===== src/rtl/bp_pkg.sv =====
// Shared types and helpers for the gshare branch predictor: counter encoding,
// BTB entry layout and the saturating-counter update rule.
package bp_pkg;

  localparam int DEF_PHT_BITS = 6;
  localparam int DEF_BTB_BITS = 4;

  typedef enum logic [1:0] {
    SNT = 2'd0,
    WNT = 2'd1,
    WT  = 2'd2,
    ST  = 2'd3
  } cnt_t;

  localparam cnt_t CNT_RESET = WNT;

  // Tag holds the whole word address; the index bits always match on a lookup,
  // so comparing all of them is the same as comparing the true tag.
  typedef struct packed {
    logic        valid;
    logic [29:0] tag;
    logic [31:0] target;
  } btb_entry_t;

  function automatic cnt_t cnt_update(cnt_t c, logic taken);
    cnt_t n;
    unique case (c)
      SNT:     n = taken ? WNT : SNT;
      WNT:     n = taken ? WT  : SNT;
      WT:      n = taken ? ST  : WNT;
      default: n = taken ? ST  : WT;
    endcase
    return n;
  endfunction

endpackage


===== src/rtl/bp_btb.sv =====
// Direct-mapped branch target buffer: one combinational read port for fetch,
// one write port for resolved taken branches, asynchronous clear.
module bp_btb
  import bp_pkg::*;
#(
  parameter int BTB_BITS = DEF_BTB_BITS
) (
  input  logic        clk,
  input  logic        rst_n,
  input  logic [29:0] rd_word,
  output logic        rd_hit,
  output logic [31:0] rd_target,
  input  logic        wr_en,
  input  logic [29:0] wr_word,
  input  logic [31:0] wr_target
);

  localparam int ENTRIES = 1 << BTB_BITS;

  btb_entry_t entries [ENTRIES];
  btb_entry_t rd_entry;

  assign rd_entry  = entries[rd_word[BTB_BITS-1:0]];
  assign rd_hit    = rd_entry.valid && (rd_entry.tag == rd_word);
  assign rd_target = rd_entry.target;

  // NOTE: the table is built from flops, so every entry is cleared by reset;
  // a RAM-based table could not be reset this way.
  always_ff @(posedge clk or negedge rst_n) begin
    if (!rst_n) begin
      for (int i = 0; i < ENTRIES; i++) entries[i] <= '0;
    end else if (wr_en) begin
      // NOTE: state is written with non-blocking assignments so every flop
      // samples pre-edge values regardless of process order.
      entries[wr_word[BTB_BITS-1:0]] <= '{valid: 1'b1, tag: wr_word, target: wr_target};
    end
  end

endmodule


===== src/rtl/branch_predictor.sv =====
// Gshare direction predictor with BTB target lookup at fetch, and
// non-speculative training plus misprediction detection at memory stage.
module branch_predictor
  import bp_pkg::*;
#(
  parameter int PHT_BITS = DEF_PHT_BITS,
  parameter int BTB_BITS = DEF_BTB_BITS
) (
  input  logic                clk,
  input  logic                rst,
  input  logic [31:0]         pcF,
  output logic                predict_takeF,
  output logic [31:0]         predict_targetF,
  output logic [PHT_BITS-1:0] predict_idxF,
  input  logic                branchM,
  input  logic                actually_takenM,
  input  logic [31:0]         pcM,
  input  logic [31:0]         branch_targetM,
  input  logic                predict_takeM,
  input  logic [31:0]         predict_targetM,
  input  logic [PHT_BITS-1:0] predict_idxM,
  output logic                predict_resultM,
  output logic                mispredictM,
  output logic [31:0]         redirect_pcM,
  output logic [15:0]         branch_count,
  output logic [15:0]         mispredict_count
);

  localparam int PHT_SIZE = 1 << PHT_BITS;

  cnt_t                pht [PHT_SIZE];
  logic [PHT_BITS-1:0] ghr;
  logic [15:0]         br_cnt;
  logic [15:0]         mp_cnt;
  logic                btb_hit;
  logic [31:0]         btb_target;
  cnt_t                cur_cnt;
  logic                pc_align_unused;

  // Fetch PCs are word aligned; the byte-offset bits carry no information.
  assign pc_align_unused = ^pcF[1:0];

  bp_btb #(.BTB_BITS(BTB_BITS)) u_btb (
    .clk       (clk),
    .rst_n     (rst),
    .rd_word   (pcF[31:2]),
    .rd_hit    (btb_hit),
    .rd_target (btb_target),
    .wr_en     (branchM && actually_takenM),
    .wr_word   (pcM[31:2]),
    .wr_target (branch_targetM)
  );

  assign predict_idxF    = pcF[PHT_BITS+1:2] ^ ghr;
  assign cur_cnt         = pht[predict_idxF];
  assign predict_takeF   = btb_hit && (cur_cnt inside {WT, ST});
  assign predict_targetF = predict_takeF ? btb_target : '0;

  assign predict_resultM = branchM && (predict_takeM == actually_takenM) &&
                           (!actually_takenM || (predict_targetM == branch_targetM));
  assign mispredictM     = branchM && !predict_resultM;
  assign redirect_pcM    = actually_takenM ? branch_targetM : pcM + 32'd4;

  // Training uses the index carried from fetch; the GHR may have shifted since.
  always_ff @(posedge clk or negedge rst) begin
    if (!rst) begin
      for (int i = 0; i < PHT_SIZE; i++) pht[i] <= CNT_RESET;
      ghr    <= '0;
      br_cnt <= '0;
      mp_cnt <= '0;
    end else if (branchM) begin
      pht[predict_idxM] <= cnt_update(pht[predict_idxM], actually_takenM);
      ghr               <= {ghr[PHT_BITS-2:0], actually_takenM};
      br_cnt            <= br_cnt + 16'd1;
      if (mispredictM) mp_cnt <= mp_cnt + 16'd1;
    end
  end

  assign branch_count     = br_cnt;
  assign mispredict_count = mp_cnt;

endmodule


===== config.mk =====
export PLATFORM = sky130hd
export DESIGN_NAME = branch_predictor
export DESIGN_NICKNAME = d
export VERILOG_FILES = /design/src/rtl/bp_pkg.sv /design/src/rtl/bp_btb.sv /design/src/rtl/branch_predictor.sv
export SDC_FILE = /design/constraint.sdc
export NUM_CORES = 2
export LEC_CHECK = 0
export ABC_AREA = 0
export BUFFER_PORTS_ARGS = -buffer_cell sky130_fd_sc_hd__buf_2
export CORE_ASPECT_RATIO = 1.2
export CORE_MARGIN = 8
export CORE_UTILIZATION = 35
export DETAILED_ROUTE_END_ITERATION = 12
export SYNTH_ARGS = -nofsm -noshare
export SYNTH_HDL_FRONTEND = slang
export SYNTH_SLANG_ARGS = --single-unit

===== constraint.sdc =====
create_clock -name clk -period 3.47 [get_ports clk]
set_clock_uncertainty 0.2 [all_clocks]
set_input_delay 0 -clock clk [delete_from_list [all_inputs] [get_ports clk]]
set_output_delay 0 -clock clk [all_outputs]
set_load 0.005 [all_outputs]

# Word-level counts from Yosys, hierarchy flattened
# Index checks and enable logic that the tools add are counted.
# word_totals
reg_bits,1174
in_bits,139
out_inout_bits,105
elab_cells,173
# classes
addsub,3
order_cmp,6
n_eq_ne,7
n_mux,23
bitwise,5
n_reduce_logical,14
# op_table
op,n
$bwmux W1008,1
$bmux W63 S4,1
$demux W63 S4,1
$mux W63,3
$bwmux W128,1
$mux W32,2
$add A16 B1 Y16 const B,2
$add A32 B3 Y32 const B,1
$eq A32 B32 Y1,1
$eq A30 B30 Y1,1
$bmux W2 S6,2
$mux W2,8
$ge A7 B7 Y1 const B,2
$not A6 Y7,2
$demux W2 S6,1
$ge A5 B5 Y1 const B,2
$not A4 Y5,2
$logic_and A1 B1 Y1,8
$lt A7 B1 Y1 const B,1
$eq A2 B2 Y1 const B,3
$pmux W2 S3,1
$xor A6 B6 Y6,1
$lt A5 B1 Y1 const B,1
$eq A2 B1 Y1 const B,1
7 further kinds,9

# Longest topological paths before layout
# logic_depth
ltp_word,9
depth_mapped,13
mapped_depth_nobuf,9

# Cells and area by module
# A second synthesis with hierarchy kept.
# unflattened
hier_cells,3898
hier_area_um2,55330.6
# modules_own_cells
module,n_inst,cells_per_inst,area_each_um2,seq_area_each_um2
bp_btb,1,2805,45417.3,25224.2
branch_predictor,1,1093,9913.3,4234.1

# Worst setup path before layout
# No wires, ideal clock.
# synth_timing
path_type,input to output
startpoint,in pcF[2]
endpoint,out predict_targetF[14]
t_arrival_ns,2.475
required_time_ns,3.270
path_slack_ns,0.795
cell_stages,8
n_path_buf,5
cell_sequence,buf_6 -> buf_6 -> buf_2 -> buf_2 -> buf_1 -> mux4_2 -> mux4_2 -> nor3b_2
# synth_between
elab_chain_len,9
word_cells_on_any_way,16
cone_classes,eq/ne: 3; mux: 7; bitwise: 3; reduce/logical: 3
# synth_lines
item,line,rtl
from (decl),branch_predictor.sv:11,"input logic [31:0] pcF,"
$xor A6 B6 Y6,branch_predictor.sv:54,assign predict_idxF = pcF[PHT_BITS+1:2] ^ ghr;
$not A6 Y7 (implied by the code),branch_predictor.sv:55,assign cur_cnt = pht[predict_idxF];
$bmux W2 S6,branch_predictor.sv:55,
$mux W2 (implied by the code) (2 in a row),branch_predictor.sv:55,
$eq A2 B2 Y1,branch_predictor.sv:56,"assign predict_takeF = btb_hit && (cur_cnt inside {WT, ST});"
$reduce_bool A2 Y1,branch_predictor.sv:56,
$logic_and A1 B1 Y1,branch_predictor.sv:56,
$mux W32 *,branch_predictor.sv:57,assign predict_targetF = predict_takeF ? btb_target : '0;
to (decl),branch_predictor.sv:13,"output logic [31:0] predict_targetF,"
# Every way passes the cells marked *; elsewhere a longest branch is shown, timed or not. The select of a mux whose other input is x is not followed.

# Final worst setup path
# layout_timing
startpoint,reg u_btb.entries[915] (netlist name)
endpoint,out predict_targetF[0]
# layout_between
elab_chain_len,7
# layout_lines
item,line,rtl
from (decl),bp_btb.sv:20,btb_entry_t entries [ENTRIES];
"from (signal, indexed assignment)",bp_btb.sv:35,"entries[wr_word[BTB_BITS-1:0]] <= '{valid: 1'b1, tag: wr_word, target: wr_target};"
$bmux W63 S4,bp_btb.sv:23,assign rd_entry = entries[rd_word[BTB_BITS-1:0]];
$mux W63 (implied by the code) (2 in a row),bp_btb.sv:23,
$eq A30 B30 Y1,bp_btb.sv:24,assign rd_hit = rd_entry.valid && (rd_entry.tag == rd_word);
$logic_and A1 B1 Y1,bp_btb.sv:24,
$logic_and A1 B1 Y1,branch_predictor.sv:56,
$mux W32,branch_predictor.sv:57,
# Every way passes these cells. The select of a mux whose other input is x is not followed.

==> flow_summary.toml <==
[cells_and_area]
drive_gt1_share_pct = 45.7
layout_common_cells = "dfrtp_1 (1108), mux2_2 (962), nand2_1 (279), mux4_2 (270), buf_2 (236)"
syn2layout_area_growth_pct = 18.2
final_common_cell = "dfrtp_1"
utilization_pct = 41.6
final_area_sq_um = 65900
nets = 4539
fillCellCount = 14577

[routing]
drtIter0Drc = 2827
vias = 35822
ant_nets = 0
drc = 0
firstDrtPassIters = 7
routedWlPerCell_um = 26.2
viasPerCell = 5.42
routed_wirelength_um = 173000

[run_status]
status = "finished with violations"
violations = "negative setup slack"

[critical_path]
required_ns = 3.27
arrival_ns = 3.69
end_kind = "primary output"
worstSetupPathType = "flip-flop to primary output"
crit_path_start_kind = "flip-flop"
path_cells = "or4_1, mux4_2, a32oi_2, nand3_1, nor4_2, buf_4, nand4_4, buf_12, nor3b_4, buf_2"
max_stage_delay_ns = 0.51
crit_fanout = 5
critical_path.slowest_cell = "mux4_2"

[timing]
fmax_mhz = 257
setup_violations = 33
worst_pin_slew_ns = 1.04
hold_viol = 0
slew_headroom_pct = 30.6
min_period_over_period_pct = 112
min_period_ns = 3.89
drv_slew = 0
fin_ws_ns = -0.424
rsz0062_at_grt = "true"

[clock_tree]
clockBufferDepth = 3
cts_buffers = 117
clock_latency_ns = 0.73
cts_sinks = 1174
cts_max_level = 3
clk_pin_slew_ns = 0.06
cts_tree = "built"
cts-root-buf = "clkbuf_16"

[floorplanning]
initial_core_util_pct = 35.2
fp.dieW_um = 380
row_count = 160
die_h_um = 453
core_area_sq_um = 158000
ios = 244
dieArea_sq_um = 172000

[grt]
grt-ovfl-total = 0
grt_pass1_wl_um = 257000
antenna_found_initial = 21
grtUsageTotal_pct = 19.7
first_global_vias = 37114
grt_max_degree = 120

[power_and_ir_drop]
p_int_mw = 27.7
swShare_pct = 26.7
p_per_area_nw_per_um2 = 573
seqPwrFrac_pct = 47.2
clkPwrFrac_pct = 34.3
finalPower_mw = 37.7
p_leak_nw = 29.3
p_sw_mw = 10.1
peakVddDrop_v = 0.000407
p_comb_share_pct = 18.6

[logic_synthesis]
syn_nets = 4225
synth_edf_count = 0
synth_cells = 4080
synth.area.top_cells = "dfrtp_1 (50%), mux2_2 (19%), mux4_2 (11%), dfstp_2 (3.0%), nand2_1 (2.0%)"
syn_area_per_cell_sq_um = 13.7
synthArstFlopShare_pct = 100
synth.top_cell.area_share_pct = 49.8
synth_seq_area_share_pct = 52.8
yosysTopAreaCell = "dfrtp_1"
netlist_area_sq_um = 55800
ys_warn_count = 0
ys_seq_elements = 1174
ys.flop_type = "dfrtp_1"
synth.distinct_cells = 72

[placement]
placed_area_sq_um = 60700
dp_hpwl_um = 112000
place.gp.congestion = 0.846
io_buffers = 241
place_ws_ns = -0.529

[flow_run]
cap_violations = 0

[hold_path]
hp-class = "primary input to flip-flop"
[metrics by stage]
| stage | TNS, ns | hold WS [ns] | cells |
|---|---|---|---|
| 6_report | -12.65 | 0.0901 | 6606 |
| 3_3_place_gp | -1.03 | -0.115 | 6278 |
| 3_5_place_dp | -2.73 | -0.124 | 6278 |
| 2_1_floorplan | 0 | -0.496 | 4080 |
| 4_1_cts | -15.46 | 0.0161 | 6593 |
| 5_1_grt | -17.51 | 0.0888 | 6601 |
[final timing paths]
check                                          startpoint                               to  slack [ns]  cells after the start
min reg2reg                u_btb.entries[727]$_DFFE_PN0P_   u_btb.entries[727]$_DFFE_PN0P_        0.25                      2
max reg2reg                           pht[64]$_DFFE_PN1P_              pht[64]$_DFFE_PN1P_        0.66                      8
min in group asynchronous                             rst    u_btb.entries[56]$_DFFE_PN0P_        0.46                      4
max in group asynchronous                             rst   u_btb.entries[949]$_DFFE_PN0P_        1.86                      5
min                                         predict_takeM  mispredict_count[4]$_DFFE_PN0P_        0.09                      4
max                        u_btb.entries[915]$_DFFE_PN0P_               predict_targetF[0]       -0.42                     10
[synth_stat cells, types with 8 or more instances]
master    instances
xor2_1           63
inv_1            15
mux2_2          962
and2_1           23
o22ai_1          10
nand2_1         292
nor4_1            9
buf_4            11
nand3_1          40
dfrtp_1        1110
and3_1           17
a22o_1            8
buf_2            44
nor2_1          168
buf_1            29
a21oi_1          82
nor3b_2          29
a221oi_1         22
dfstp_2          64
a31oi_1          11
clkbuf_1        283
a211oi_1         11
xnor2_1          75
mux2i_1          83
nand4_1          24
nor3_1            9
buf_6            12
o21ai_0         136
a22oi_1          23
nor2b_1          18
nand2b_1         29
mux4_2          269
[worst max-delay path, delay by kind of cell (launching register included)]
family	cells	cell delay, ns
simple gates	5	1.34
buf+inv	3	0.54
mux	1	0.51
flops	1	0.37
compound gates	1	0.20
[logic make-up after synthesis]
logic type | synth area share (%)
xor gates and xnor gates | 2.25
muxes | 31.8
adders and majority gates | 0.153
DFF | 52.8
and+or+nand+nor | 5.99
buffers and inverters | 3.01
AOI/OAI and AO/OA | 3.94
[area by class of cell]
class | count | area (sq um) | share of cell area, %
sequential | 1174 | 29500 | 44.7
inverter | 19 | 73.8 | 0.112
multi-input combinational | 2508 | 24900 | 37.8
clock buffer | 167 | 3380 | 5.12
timing repair buffer | 574 | 4880 | 7.41
clock inverter | 47 | 513 | 0.779
tap | 2106 | 2640 | 4.00
antenna | 11 | 27.5 | 0.0418
[layer usage]
metal | global-route usage (%) | part of all wire (%) | vias up
met3 | 3.03 | 4.9 | 246
met5 | 0 | 0.024 | -
met1 | 27.0 | 44 | 19183
met2 | 32.3 | 48 | 948
li1 | - | - | 15439
met4 | 5.87 | 2.8 | 6
[power groups by stage]
stage                     clock [mW]  sequential (mW)  combinational [mW]
final                           12.9             17.8                7.01
after global routing            13.7             18.1                7.58
after CTS                       13.3             17.8                7.07
after detailed placement           0             18.0                6.87
after global placement             0             17.9                6.72
after floorplan                    0             17.5                4.88
[what timing repair did]
item / 4_1_cts / 5_1_grt
pin swaps: 10 / 9
endpoints found under the setup margin: 33 / 34
hold buffers: 87 / 0
hold endpoints to repair: 2281 / 0
gates resized for setup: 28 / 6
setup buffers: 11 / 2
cloned: 3 / 1
[flip-flops by register name (all words and copies together) (netlist names)]
signal	count
u_btb.entries	1008
pht	128
branch_count	16
mispredict_count	16
ghr	6
Note: power is estimated with default switching activity, not from simulation.
